===== config.mk =====
export PLATFORM = sky130hd
export DESIGN_NAME = jsv_color_sequencer
export DESIGN_NICKNAME = d
export VERILOG_FILES = /design/src/rtl/jsv_color_pkg.sv /design/src/rtl/jsv_frame_prescaler.sv /design/src/rtl/jsv_color_sequencer.sv
export SDC_FILE = /design/constraint.sdc
export NUM_CORES = 1
export LEC_CHECK = 0
export CORE_MARGIN = 4
export CORE_UTILIZATION = 53
export DETAILED_ROUTE_END_ITERATION = 8
export GPL_ROUTABILITY_DRIVEN = 0
export HOLD_SLACK_MARGIN = 0.05
export PLACE_DENSITY = 0.82
export SLEW_MARGIN = 20
export SYNTH_ARGS = -nofsm -noshare
export SYNTH_HDL_FRONTEND = slang
export SYNTH_HIERARCHICAL = 1
export SYNTH_SLANG_ARGS = --single-unit

===== constraint.sdc =====
create_clock -name clk -period 5.6 [get_ports clk]
set_input_delay 0.84 -clock clk [delete_from_list [all_inputs] [get_ports clk]]
set_output_delay 0.84 -clock clk [all_outputs]
set_load 0.005 [all_outputs]

===== src/rtl/jsv_color_pkg.sv =====
// Shared definitions for the colour sequencer: register map, CTRL/STATUS
// bit positions, FSM state encoding and PERIOD reset value.
package jsv_color_pkg;

  // Avalon-MM word addresses
  localparam logic [1:0] ADDR_CTRL   = 2'd0;
  localparam logic [1:0] ADDR_PERIOD = 2'd1;
  localparam logic [1:0] ADDR_COLOR  = 2'd2;
  localparam logic [1:0] ADDR_STATUS = 2'd3;

  // CTRL bit positions
  localparam int unsigned CTRL_RUN      = 0;
  localparam int unsigned CTRL_PINGPONG = 1;
  localparam int unsigned CTRL_ONESHOT  = 2;
  localparam int unsigned CTRL_IRQ_EN   = 3;

  // STATUS bit positions
  localparam int unsigned STAT_BUSY    = 0;
  localparam int unsigned STAT_DIR     = 1;
  localparam int unsigned STAT_WRAPPED = 2;
  localparam int unsigned STAT_CNT_LSB = 3;

  localparam int unsigned CNT_W = 16;

  localparam logic [CNT_W-1:0] PERIOD_RST = 16'd1;

  localparam logic [2:0] COLOR_MAX = 3'd7;
  localparam logic [2:0] COLOR_MIN = 3'd0;

  typedef enum logic [1:0] {
    ST_STOP = 2'd0,
    ST_UP   = 2'd1,
    ST_DOWN = 2'd2
  } seq_state_e;

  // A programmed period of zero behaves as one frame per step.
  function automatic logic [CNT_W-1:0] eff_period(input logic [CNT_W-1:0] period);
    return (period == '0) ? 16'd1 : period;
  endfunction

endpackage


===== src/rtl/jsv_frame_prescaler.sv =====
// Frame prescaler: counts frame_done pulses while enabled and emits a
// one-cycle step pulse when the count reaches eff_period-1.
module jsv_frame_prescaler
  import jsv_color_pkg::*;
(
  input  logic             clk,
  input  logic             rst_n,
  input  logic             en_i,
  input  logic             clr_i,
  input  logic             frame_done_i,
  input  logic [CNT_W-1:0] period_i,
  output logic [CNT_W-1:0] frame_cnt_o,
  output logic             step_o
);

  logic [CNT_W-1:0] cnt_q;
  logic [CNT_W-1:0] cnt_d;
  logic             terminal;

  // Terminal compare and step pulse; a clear in the same cycle cancels the step.
  always_comb begin
    terminal = (cnt_q >= (eff_period(period_i) - 16'd1));
    step_o   = en_i && frame_done_i && !clr_i && terminal;
  end

  // Next count: held at zero while disabled or cleared, wraps at terminal.
  always_comb begin
    cnt_d = cnt_q;
    if (clr_i || !en_i) begin
      cnt_d = '0;
    end else if (frame_done_i) begin
      cnt_d = terminal ? '0 : cnt_q + 16'd1;
    end
  end

  // Counter register.
  always_ff @(posedge clk or negedge rst_n) begin
    if (!rst_n) begin
      cnt_q <= '0;
    end else begin
      cnt_q <= cnt_d;
    end
  end

  assign frame_cnt_o = cnt_q;

endmodule


===== src/rtl/jsv_color_sequencer.sv =====
// Colour-scheme sequencer with an Avalon-MM register file. Steps color_sel
// up/down every PERIOD frames, with wrap, ping-pong and one-shot modes.
// Optional feature macro: JSV_COLOR_SEQ_IRQ_EN adds wrap_irq and CTRL bit3.
module jsv_color_sequencer
  import jsv_color_pkg::*;
(
  input  logic        clk,
  input  logic        reset_n,
  input  logic [1:0]  address,
  input  logic        chipselect,
  input  logic        write_n,
  input  logic [31:0] writedata,
  output logic [31:0] readdata,
  input  logic        frame_done,
  output logic [2:0]  color_sel
`ifdef JSV_COLOR_SEQ_IRQ_EN
  ,
  output logic        wrap_irq
`endif
);

  seq_state_e state_q, state_d;

  logic             run_q, run_d;
  logic             pingpong_q, pingpong_d;
  logic             oneshot_q, oneshot_d;
  logic             irq_en;
  logic [CNT_W-1:0] period_q, period_d;
  logic [2:0]       pending_q, pending_d;
  logic             pend_vld_q, pend_vld_d;
  logic [2:0]       color_q, color_d;
  logic             wrapped_q, wrapped_d;

  logic             wr_en;
  logic             ctrl_wr, period_wr, color_wr, status_wr;
  logic             stop_wr;
  logic             pend_apply;
  logic             pre_clr;
  logic             step;
  logic [CNT_W-1:0] frame_cnt;

  logic [2:0]       step_color;
  logic             wrap_set;
  logic             oneshot_end;
  logic             busy;
  logic             dir_down;

  logic             unused_wd;

  assign unused_wd = ^writedata[31:16];

  // Bus write decode.
  always_comb begin
    wr_en     = chipselect && !write_n;
    ctrl_wr   = wr_en && (address == ADDR_CTRL);
    period_wr = wr_en && (address == ADDR_PERIOD);
    color_wr  = wr_en && (address == ADDR_COLOR);
    status_wr = wr_en && (address == ADDR_STATUS);
    stop_wr   = ctrl_wr && !writedata[CTRL_RUN];
    // A pending colour lands on the next frame boundary unless a fresh
    // COLOR write coincides with it, which then applies directly.
    pend_apply = frame_done && pend_vld_q && !color_wr;
    pre_clr    = period_wr || (color_wr && frame_done) || pend_apply || stop_wr;
  end

  jsv_frame_prescaler u_prescaler (
    .clk          (clk),
    .rst_n        (reset_n),
    .en_i         (state_q != ST_STOP),
    .clr_i        (pre_clr),
    .frame_done_i (frame_done),
    .period_i     (period_q),
    .frame_cnt_o  (frame_cnt),
    .step_o       (step)
  );

  // FSM state register.
  always_ff @(posedge clk or negedge reset_n) begin
    if (!reset_n) begin
      state_q <= ST_STOP;
    end else begin
      state_q <= state_d;
    end
  end

  // FSM next state plus the colour that a step would produce at the ends.
  always_comb begin
    state_d     = state_q;
    step_color  = color_q;
    wrap_set    = 1'b0;
    oneshot_end = 1'b0;
    if (step) begin
      case (state_q)
        ST_UP: begin
          if (color_q == COLOR_MAX) begin
            if (oneshot_q) begin
              oneshot_end = 1'b1;
              state_d     = ST_STOP;
            end else if (pingpong_q) begin
              step_color = COLOR_MAX - 3'd1;
              state_d    = ST_DOWN;
              wrap_set   = 1'b1;
            end else begin
              step_color = COLOR_MIN;
              wrap_set   = 1'b1;
            end
          end else begin
            step_color = color_q + 3'd1;
          end
        end
        ST_DOWN: begin
          if (color_q == COLOR_MIN) begin
            if (oneshot_q) begin
              oneshot_end = 1'b1;
              state_d     = ST_STOP;
            end else if (pingpong_q) begin
              step_color = COLOR_MIN + 3'd1;
              state_d    = ST_UP;
              wrap_set   = 1'b1;
            end else begin
              step_color = COLOR_MAX;
              wrap_set   = 1'b1;
            end
          end else begin
            step_color = color_q - 3'd1;
          end
        end
        default: ;
      endcase
    end
    if (ctrl_wr) begin
      if (!writedata[CTRL_RUN]) begin
        state_d = ST_STOP;
      end else if (state_q == ST_STOP) begin
        state_d = ST_UP;
      end
    end
  end

  // FSM outputs.
  always_comb begin
    busy     = (state_q != ST_STOP);
    dir_down = (state_q == ST_DOWN);
  end

  // Register-file next values; a one-shot end clears RUN even over a CTRL write.
  always_comb begin
    run_d      = run_q;
    pingpong_d = pingpong_q;
    oneshot_d  = oneshot_q;
    period_d   = period_q;
    pending_d  = pending_q;
    pend_vld_d = pend_vld_q;
    color_d    = color_q;
    if (ctrl_wr) begin
      run_d      = writedata[CTRL_RUN];
      pingpong_d = writedata[CTRL_PINGPONG];
      oneshot_d  = writedata[CTRL_ONESHOT];
    end
    if (oneshot_end) begin
      run_d = 1'b0;
    end
    if (period_wr) begin
      period_d = writedata[CNT_W-1:0];
    end
    if (color_wr) begin
      pending_d  = writedata[2:0];
      pend_vld_d = !frame_done;
    end else if (pend_apply) begin
      pend_vld_d = 1'b0;
    end
    if (color_wr && frame_done) begin
      color_d = writedata[2:0];
    end else if (pend_apply) begin
      color_d = pending_q;
    end else if (step) begin
      color_d = step_color;
    end
    // Set has priority over a software clear in the same cycle.
    wrapped_d = wrap_set || (wrapped_q && !(status_wr && writedata[STAT_WRAPPED]));
  end

  // Register file state.
  always_ff @(posedge clk or negedge reset_n) begin
    if (!reset_n) begin
      run_q      <= 1'b0;
      pingpong_q <= 1'b0;
      oneshot_q  <= 1'b0;
      period_q   <= PERIOD_RST;
      pending_q  <= '0;
      pend_vld_q <= 1'b0;
      color_q    <= '0;
      wrapped_q  <= 1'b0;
    end else begin
      run_q      <= run_d;
      pingpong_q <= pingpong_d;
      oneshot_q  <= oneshot_d;
      period_q   <= period_d;
      pending_q  <= pending_d;
      pend_vld_q <= pend_vld_d;
      color_q    <= color_d;
      wrapped_q  <= wrapped_d;
    end
  end

`ifdef JSV_COLOR_SEQ_IRQ_EN
  // IRQ enable bit in CTRL.
  always_ff @(posedge clk or negedge reset_n) begin
    if (!reset_n) begin
      irq_en <= 1'b0;
    end else if (ctrl_wr) begin
      irq_en <= writedata[CTRL_IRQ_EN];
    end
  end

  assign wrap_irq = wrapped_q && irq_en;
`else
  assign irq_en = 1'b0;
`endif

  assign color_sel = color_q;

  // Zero-wait-state read mux; reads have no side effects.
  always_comb begin
    readdata = '0;
    case (address)
      ADDR_CTRL: begin
        readdata[CTRL_RUN]      = run_q;
        readdata[CTRL_PINGPONG] = pingpong_q;
        readdata[CTRL_ONESHOT]  = oneshot_q;
        readdata[CTRL_IRQ_EN]   = irq_en;
      end
      ADDR_PERIOD: readdata[CNT_W-1:0] = period_q;
      ADDR_COLOR:  readdata[2:0]       = pending_q;
      ADDR_STATUS: begin
        readdata[STAT_BUSY]                 = busy;
        readdata[STAT_DIR]                  = dir_down;
        readdata[STAT_WRAPPED]              = wrapped_q;
        readdata[STAT_CNT_LSB +: CNT_W]     = frame_cnt;
      end
      default: ;
    endcase
  end

endmodule

==> flow_metrics.tcl, run 1 <==
set metrics [dict create \
    status "completed" \
    wl_per_cell_um 17.3 \
    ys_seq_area_share_pct 30.7 \
    yosys.area.top_type_share_pct 30.0 \
    core_area_um2 6760 \
    grt_max_degree 46 \
    ant_nets 0 \
    p_per_area_nw_per_um2 284 \
    min-delay-start "wrapped_q" \
    grt_pass1_wl_mm 14.7 \
    fp.dieW_um 91.2 \
    p_seq_share_pct 38.5 \
    setup_tns_ns 0 \
    hold_slack_ns 0.511 \
    grt_pass1_vias 3135 \
    dpl.cell_count 508 \
    postSynthAreaPerCell_um2 9.23 \
    total_power_mw 1.20 \
    leakagePower_nw 1.81 \
    slew_headroom_pct 50.0 \
    start_util_pct 54.4 \
    placed_cell_area_um2 4090 \
    worst_slack_ns 0.688 \
    worstPathMaxFanout 28 \
    cts_root_buf "clkbuf_8" \
    p_int_uw 789 \
    numCtsBuffers 5 \
    nets 499 \
    synth_top_area_cell "dfrtp_1" \
    dieArea_um2 8320 \
    worstPathArrival_ns 5.11 \
    dpl_worst_slack_ns 0.783 \
    crit_type "reg -> reg" \
    layoutNonFillerInstCount 516 \
    max_freq_mhz 204 \
    antenna_found_initial 0 \
    r2r_cells 17 \
    via_per_inst 6.24 \
    stdcell_area_um2 4230 \
    io_buffers 44 \
    row_count 30 \
    layout.area.seq_um2 1130 \
    synth_area_leaders "dfrtp_1 30%, ha_1 8.5%, mux2i_1 4.1%" \
    hold_viol 0 \
    reg2reg_to "color_sel[1]" \
    drcViolationCount 0 \
    post-cts-setup-buffers 0 \
    drv_cap 0 \
    area_growth_pct 15.1 \
    path_buf_inv 1 \
    syn_area_um2 3670 \
    cts_num_sinks 45 \
    p_sw_uw 409 \
    slowest_stage "or4_4" \
    rsz0062_at_grt "false" \
    path_clk_slew_ns 0.09 \
    dp_hpwl_mm 6.47 \
    switching_share_pct 34.2 \
    syn_inst 398 \
    vias 3219 \
    synth_warnings 6 \
    finClkSkew_ns 0.0115 \
    drv_slew 0 \
    holdPathEnd "wrapped_q" \
    cts_tree "built" \
    cp_data_required_time_ns 5.79 \
    first_pass_iters 5 \
    final_common_cell "dfrtp_1" \
    rrSetupSlack_ns 0.69 \
    ctsHoldBuffers 0 \
    synthArstFlopShare_pct 100 \
    hold_depth 1 \
    cts_buffer_depth 2 \
    num-fill-cells 557 \
    ios 74 \
    drt_iter0_markers 230 \
    combPwrFrac_pct 37.1 \
    timing.final.crit_share_pct 87.7 \
    multi_input_area_um2 2330 \
    die_h_um 91.2 \
    crit_family "simple AND/OR/NAND/NOR gates" \
    worst_pin_slew_ns 0.748 \
    most-common-layout-cells "44 x dfrtp_1, 43 x clkdlybuf4s50_1, 36 x nand2_1" \
    rr_startpoint "period_q[9]" \
    synth_flop_cell "dfrtp_1" \
    cts_resized 0 \
    cp-end-kind "flip-flop" \
    synth_edf_count 0 \
    period_needed_ns 4.91 \
    synth_seq_cells 45 \
    cts_max_level 2 \
    setup_viol_count_final 0 \
    peakVddDrop_mv 0.170 \
    crit_chain "or4_4 > or4_4 > nor3b_2 > nor2_1 > ha_1 > nand3_1 > nor3_1 > xnor2_1 > ha_1 > nand4_1 > nor3_1 > a22oi_1 > buf_4 > a31oi_1 > o2111a_1 > nor2_1 > o31a_1" \
    final_layout_size_suffix_gt1_share_pct 9.86 \
    synth_cell_types 60 \
    clk_latency_ns 0.30 \
    grt-ovfl-total 0 \
    min_path_type "reg -> reg" \
    p_clk_share_pct 24.3 \
    final_core_util_pct 62.6 \
    grt_use_total_pct 21.3 \
    finalWirelength_mm 8.94 \
    critPathLaunchType "flip-flop" \
    diodes 0 \
    slowest_delay_ns 0.60 \
]
[cells in the mapped netlist, types with 3 or more instances]
library cell,count
nand2b_1,4
mux2_1,10
or3_1,3
nand4_1,17
nand4b_1,8
mux2_2,12
a211oi_1,4
buf_6,4
a31oi_1,9
nor2b_1,8
o211ai_1,4
a21o_1,5
buf_2,5
xnor2_1,7
mux2i_1,15
nand3_1,13
o21ai_0,16
a21oi_1,10
and3_1,9
ha_1,25
nor4_1,3
buf_4,13
dfrtp_1,44
inv_1,17
nor3_1,13
mux4_2,3
clkbuf_1,7
nor2_1,27
a41oi_1,6
nand2_1,36
xor2_1,3
[final cells by class]
cell class / instances / share of cell area (%)
inverter: 18 / 1.66
clock inverter: 3 / 1.54
sequential: 45 / 26.7
tap: 80 / 2.37
multi-input combinational: 317 / 55.1
clock buffer: 5 / 1.63
timing repair buffer: 48 / 11.1
[power groups by stage]
stage | Sequential, mW | Combinational, mW | Clock (mW)
after floorplan | 0.442 | 0.312 | 0
after global placement | 0.465 | 0.422 | 0
after detailed placement | 0.466 | 0.438 | 0
after CTS | 0.461 | 0.442 | 0.294
after global routing | 0.471 | 0.497 | 0.309
final | 0.462 | 0.445 | 0.292
[routing by layer]
metal	global-route usage, %	wire length [um]
met1	27.0	3810
met2	36.2	4430
met3	3.81	566
met4	7.79	142
met5	0	0
[registers in the layout, indices dropped and copies added (netlist names)]
register                 count
color_sel                    3
u_prescaler/frame_cnt_o     16
pending_q                    3
pend_vld_q                   1
state_q                      2
oneshot_q                    1
run_q                        1
pingpong_q                   1
wrapped_q                    1
period_q                    16
[worst max path at each step]
| stage | depth (start not counted) | from | end | slack, ns |
|---|---|---|---|---|
| floorplan | 18 | period_q[9] | state_q[0] | 1.21 |
| global placement | 17 | period_q[9] | color_sel[1] | 0.94 |
| detailed placement | 17 | period_q[9] | color_sel[1] | 0.78 |
| CTS | 17 | period_q[9] | color_sel[1] | 0.75 |
| global route | 17 | period_q[9] | color_sel[1] | 0.44 |
| finish | 17 | period_q[9] | color_sel[1] | 0.69 |
[cell families (layout without fill, tap and decap cells)]
family | Yosys count | in the layout | synth area share, %
xor gates and xnor gates | 10 | 10 | 2.39
and+or+nand+nor | 156 | 156 | 23.6
adders and majority gates | 25 | 25 | 8.52
AOI/OAI and AO/OA | 73 | 73 | 14.7
muxes | 40 | 40 | 12.7
buffers and inverters | 48 | 74 | 7.29
DFF | 45 | 45 | 30.7
other | 1 | 13 | 0.102
Power figures use the tool's default switching activity.
==> run 2, diff against run 1 <==
- ABC_AREA: not set -> 1
- CORE_UTILIZATION: 53 -> 48
- PLACE_DENSITY: 0.82 -> 0.78
- clock period: 5.6 -> 4.05 ns (I/O delays scaled with it)
==> flow_metrics.tcl, run 2 <==
set metrics [dict create \
    slew_headroom_pct 59.0 \
    synth_common_cells "124 x nand2_1, 71 x nor2_1, 63 x inv_1, 44 x dfrtp_1, 29 x nand3_1" \
    cts_num_sinks 45 \
    critPathLaunchType "flip-flop" \
    p_seq_share_pct 38.8 \
    multi_input_area_um2 2370 \
    syn_inst 523 \
    wl_per_cell_um 13.7 \
    core_area_um2 7810 \
    dpl.cell_count 663 \
    cts_root_buf "clkbuf_8" \
    p_sw_uw 673 \
    area_growth_pct 14.1 \
    grt-ovfl-total 0 \
    p_int_uw 983 \
    drv_cap 0 \
    row_count 32 \
    path_clk_slew_ns 0.09 \
    slowest_stage "dfrtp_1" \
    fp.dieW_um 98.0 \
    drt_iter0_markers 216 \
    grt_pass1_wl_mm 15.3 \
    diodes 0 \
    total_power_mw 1.66 \
    min_path_type "in -> async" \
    syn_area_um2 3880 \
    grt_pass1_vias 3328 \
    leakagePower_nw 2.14 \
    combPwrFrac_pct 44.3 \
    worst_pin_slew_ns 0.615 \
    finalWirelength_mm 9.17 \
    yosys.area.top_type_share_pct 28.3 \
    post-cts-setup-buffers 0 \
    cts_tree "built" \
    synth_edf_count 0 \
    dieArea_um2 9600 \
    finClkSkew_ns 0.00806 \
    nets 632 \
    ctsHoldBuffers 0 \
    critPathMostFrequentCell "nand2_1" \
    synth_flop_cell "dfrtp_1" \
    cts_buffer_depth 2 \
    hold_viol 0 \
    timing.final.crit_share_pct 90.6 \
    synthArstFlopShare_pct 100 \
    p_clk_share_pct 16.9 \
    drv_slew 0 \
    postSynthAreaPerCell_um2 7.43 \
    synth_seq_cells 45 \
    final_common_cell "nand2_1" \
    start_util_pct 49.8 \
    status "completed" \
    max_freq_mhz 273 \
    cp_data_required_time_ns 4.27 \
    numCtsBuffers 5 \
    synth_top_area_cell "dfrtp_1" \
    cp-end-kind "flip-flop" \
    worstPathMaxFanout 6 \
    vias 3603 \
    switching_share_pct 40.6 \
    dp_hpwl_mm 7.09 \
    setup_viol_count_final 0 \
    peakVddDrop_mv 0.190 \
    io_buffers 44 \
    clk_latency_ns 0.30 \
    ant_nets 0 \
    synth_cell_types 40 \
    die_h_um 98.0 \
    num-fill-cells 719 \
    setup_tns_ns 0 \
    p_per_area_nw_per_um2 374 \
    antenna_found_initial 0 \
    ios 74 \
    cts_max_level 2 \
    slowest_delay_ns 0.50 \
    rrSetupSlack_ns 0.38 \
    rsz0062_at_grt "false" \
    final_layout_size_suffix_gt1_share_pct 10.5 \
    layout.area.seq_um2 1130 \
    drcViolationCount 0 \
    cts_resized 0 \
    first_pass_iters 5 \
    most-common-layout-cells "124 x nand2_1, 71 x nor2_1, 63 x inv_1" \
    grt_max_degree 46 \
    period_needed_ns 3.67 \
    synth_warnings 6 \
    via_per_inst 5.37 \
    grt_use_total_pct 19.0 \
    yosysMostFrequentCell "nand2_1" \
    layoutNonFillerInstCount 671 \
    synth_area_leaders "dfrtp_1 28%, nand2_1 12%, ha_1 8.1%" \
    worstPathArrival_ns 3.89 \
    ys_seq_area_share_pct 29.0 \
    crit_type "reg -> reg" \
]
run 2: cell types whose count changed after synthesis, moves of 12 or more:
cell / before / now
nor2_1: 27 / 71
nand3_1: 13 / 29
mux2_4: 0 / 13
mux2i_1: 15 / 0
mux2_2: 12 / 0
nand2_1: 36 / 124
inv_1: 17 / 63
run 2: path summary, 6_finish.rpt:
kind                             startpoint                          to  cells past startpoint
worst max register to register  period_q[8]                  state_q[0]                     25
worst min-delay path                reset_n  u_prescaler/frame_cnt_o[4]                      1
worst max-delay path            period_q[8]                  state_q[0]                     25
min in group clk                period_q[0]                 period_q[0]                      2
worst min register to register  period_q[0]                 period_q[0]                      2
max in group asynchronous           reset_n                  pingpong_q                      1
run 2: cell type report:
cell class	count	share of cell area (%)
Clock buffer	7	1.72
Tap cell	102	2.88
Inverter	68	5.76
Multi-Input combinational cell	400	53.5
Timing Repair Buffer	48	10.6
Sequential cell	45	25.4
Clock inverter	1	0.169
run 2: stage by stage:
step | cell area, um^2 | utilization, % | setup WS, ns | hold WS [ns]
2_1_floorplan | 3930 | - | 0.708 | 0.312
3_3_place_gp | 4350 | 55.7 | 0.524 | 0.482
3_5_place_dp | 4350 | 55.7 | 0.468 | 0.502
4_1_cts | 4430 | 56.7 | 0.429 | 0.523
5_1_grt | 4430 | 56.8 | 0.108 | 0.346
6_report | 4430 | 56.8 | 0.381 | 0.303
run 2: critical path: cells and delay by family, from the launching register on:
| family | cells | cell delay (ns) |
|---|---|---|
| xor+xnor | 1 | 0.15 |
| buf+inv | 4 | 0.33 |
| simple gates | 15 | 1.71 |
| compound gates | 3 | 0.41 |
| flops | 1 | 0.50 |
| fa+ha+maj | 2 | 0.48 |
run 2: logic make-up after synthesis:
logic type,synth area share (%)
mux,5.02
fa+ha+maj,8.05
other cells,0.0965
simple gates,30.6
compound gates,13.4
buf+inv,11.1
xor+xnor,2.71
flops,29.0
run 2: per-layer routing:
layer	part of all wire [%]	wire, um	GRT usage, %	up-vias
met2	49	4490	32.9	132
met1	44	4080	25.4	1693
met4	1.2	108	3.94	0
met5	0	0	0	-
met3	5.3	488	2.29	10
li1	-	-	-	1768
run 2: power by group through the flow:
| stage | Sequential [mW] | Combinational, mW | Clock [mW] |
|---|---|---|---|
| floorplan | 0.613 | 0.525 | 0 |
| global route | 0.656 | 0.834 | 0.308 |
| CTS | 0.640 | 0.730 | 0.287 |
| detailed placement | 0.649 | 0.726 | 0 |
| finish | 0.642 | 0.734 | 0.280 |
| global placement | 0.644 | 0.699 | 0 |
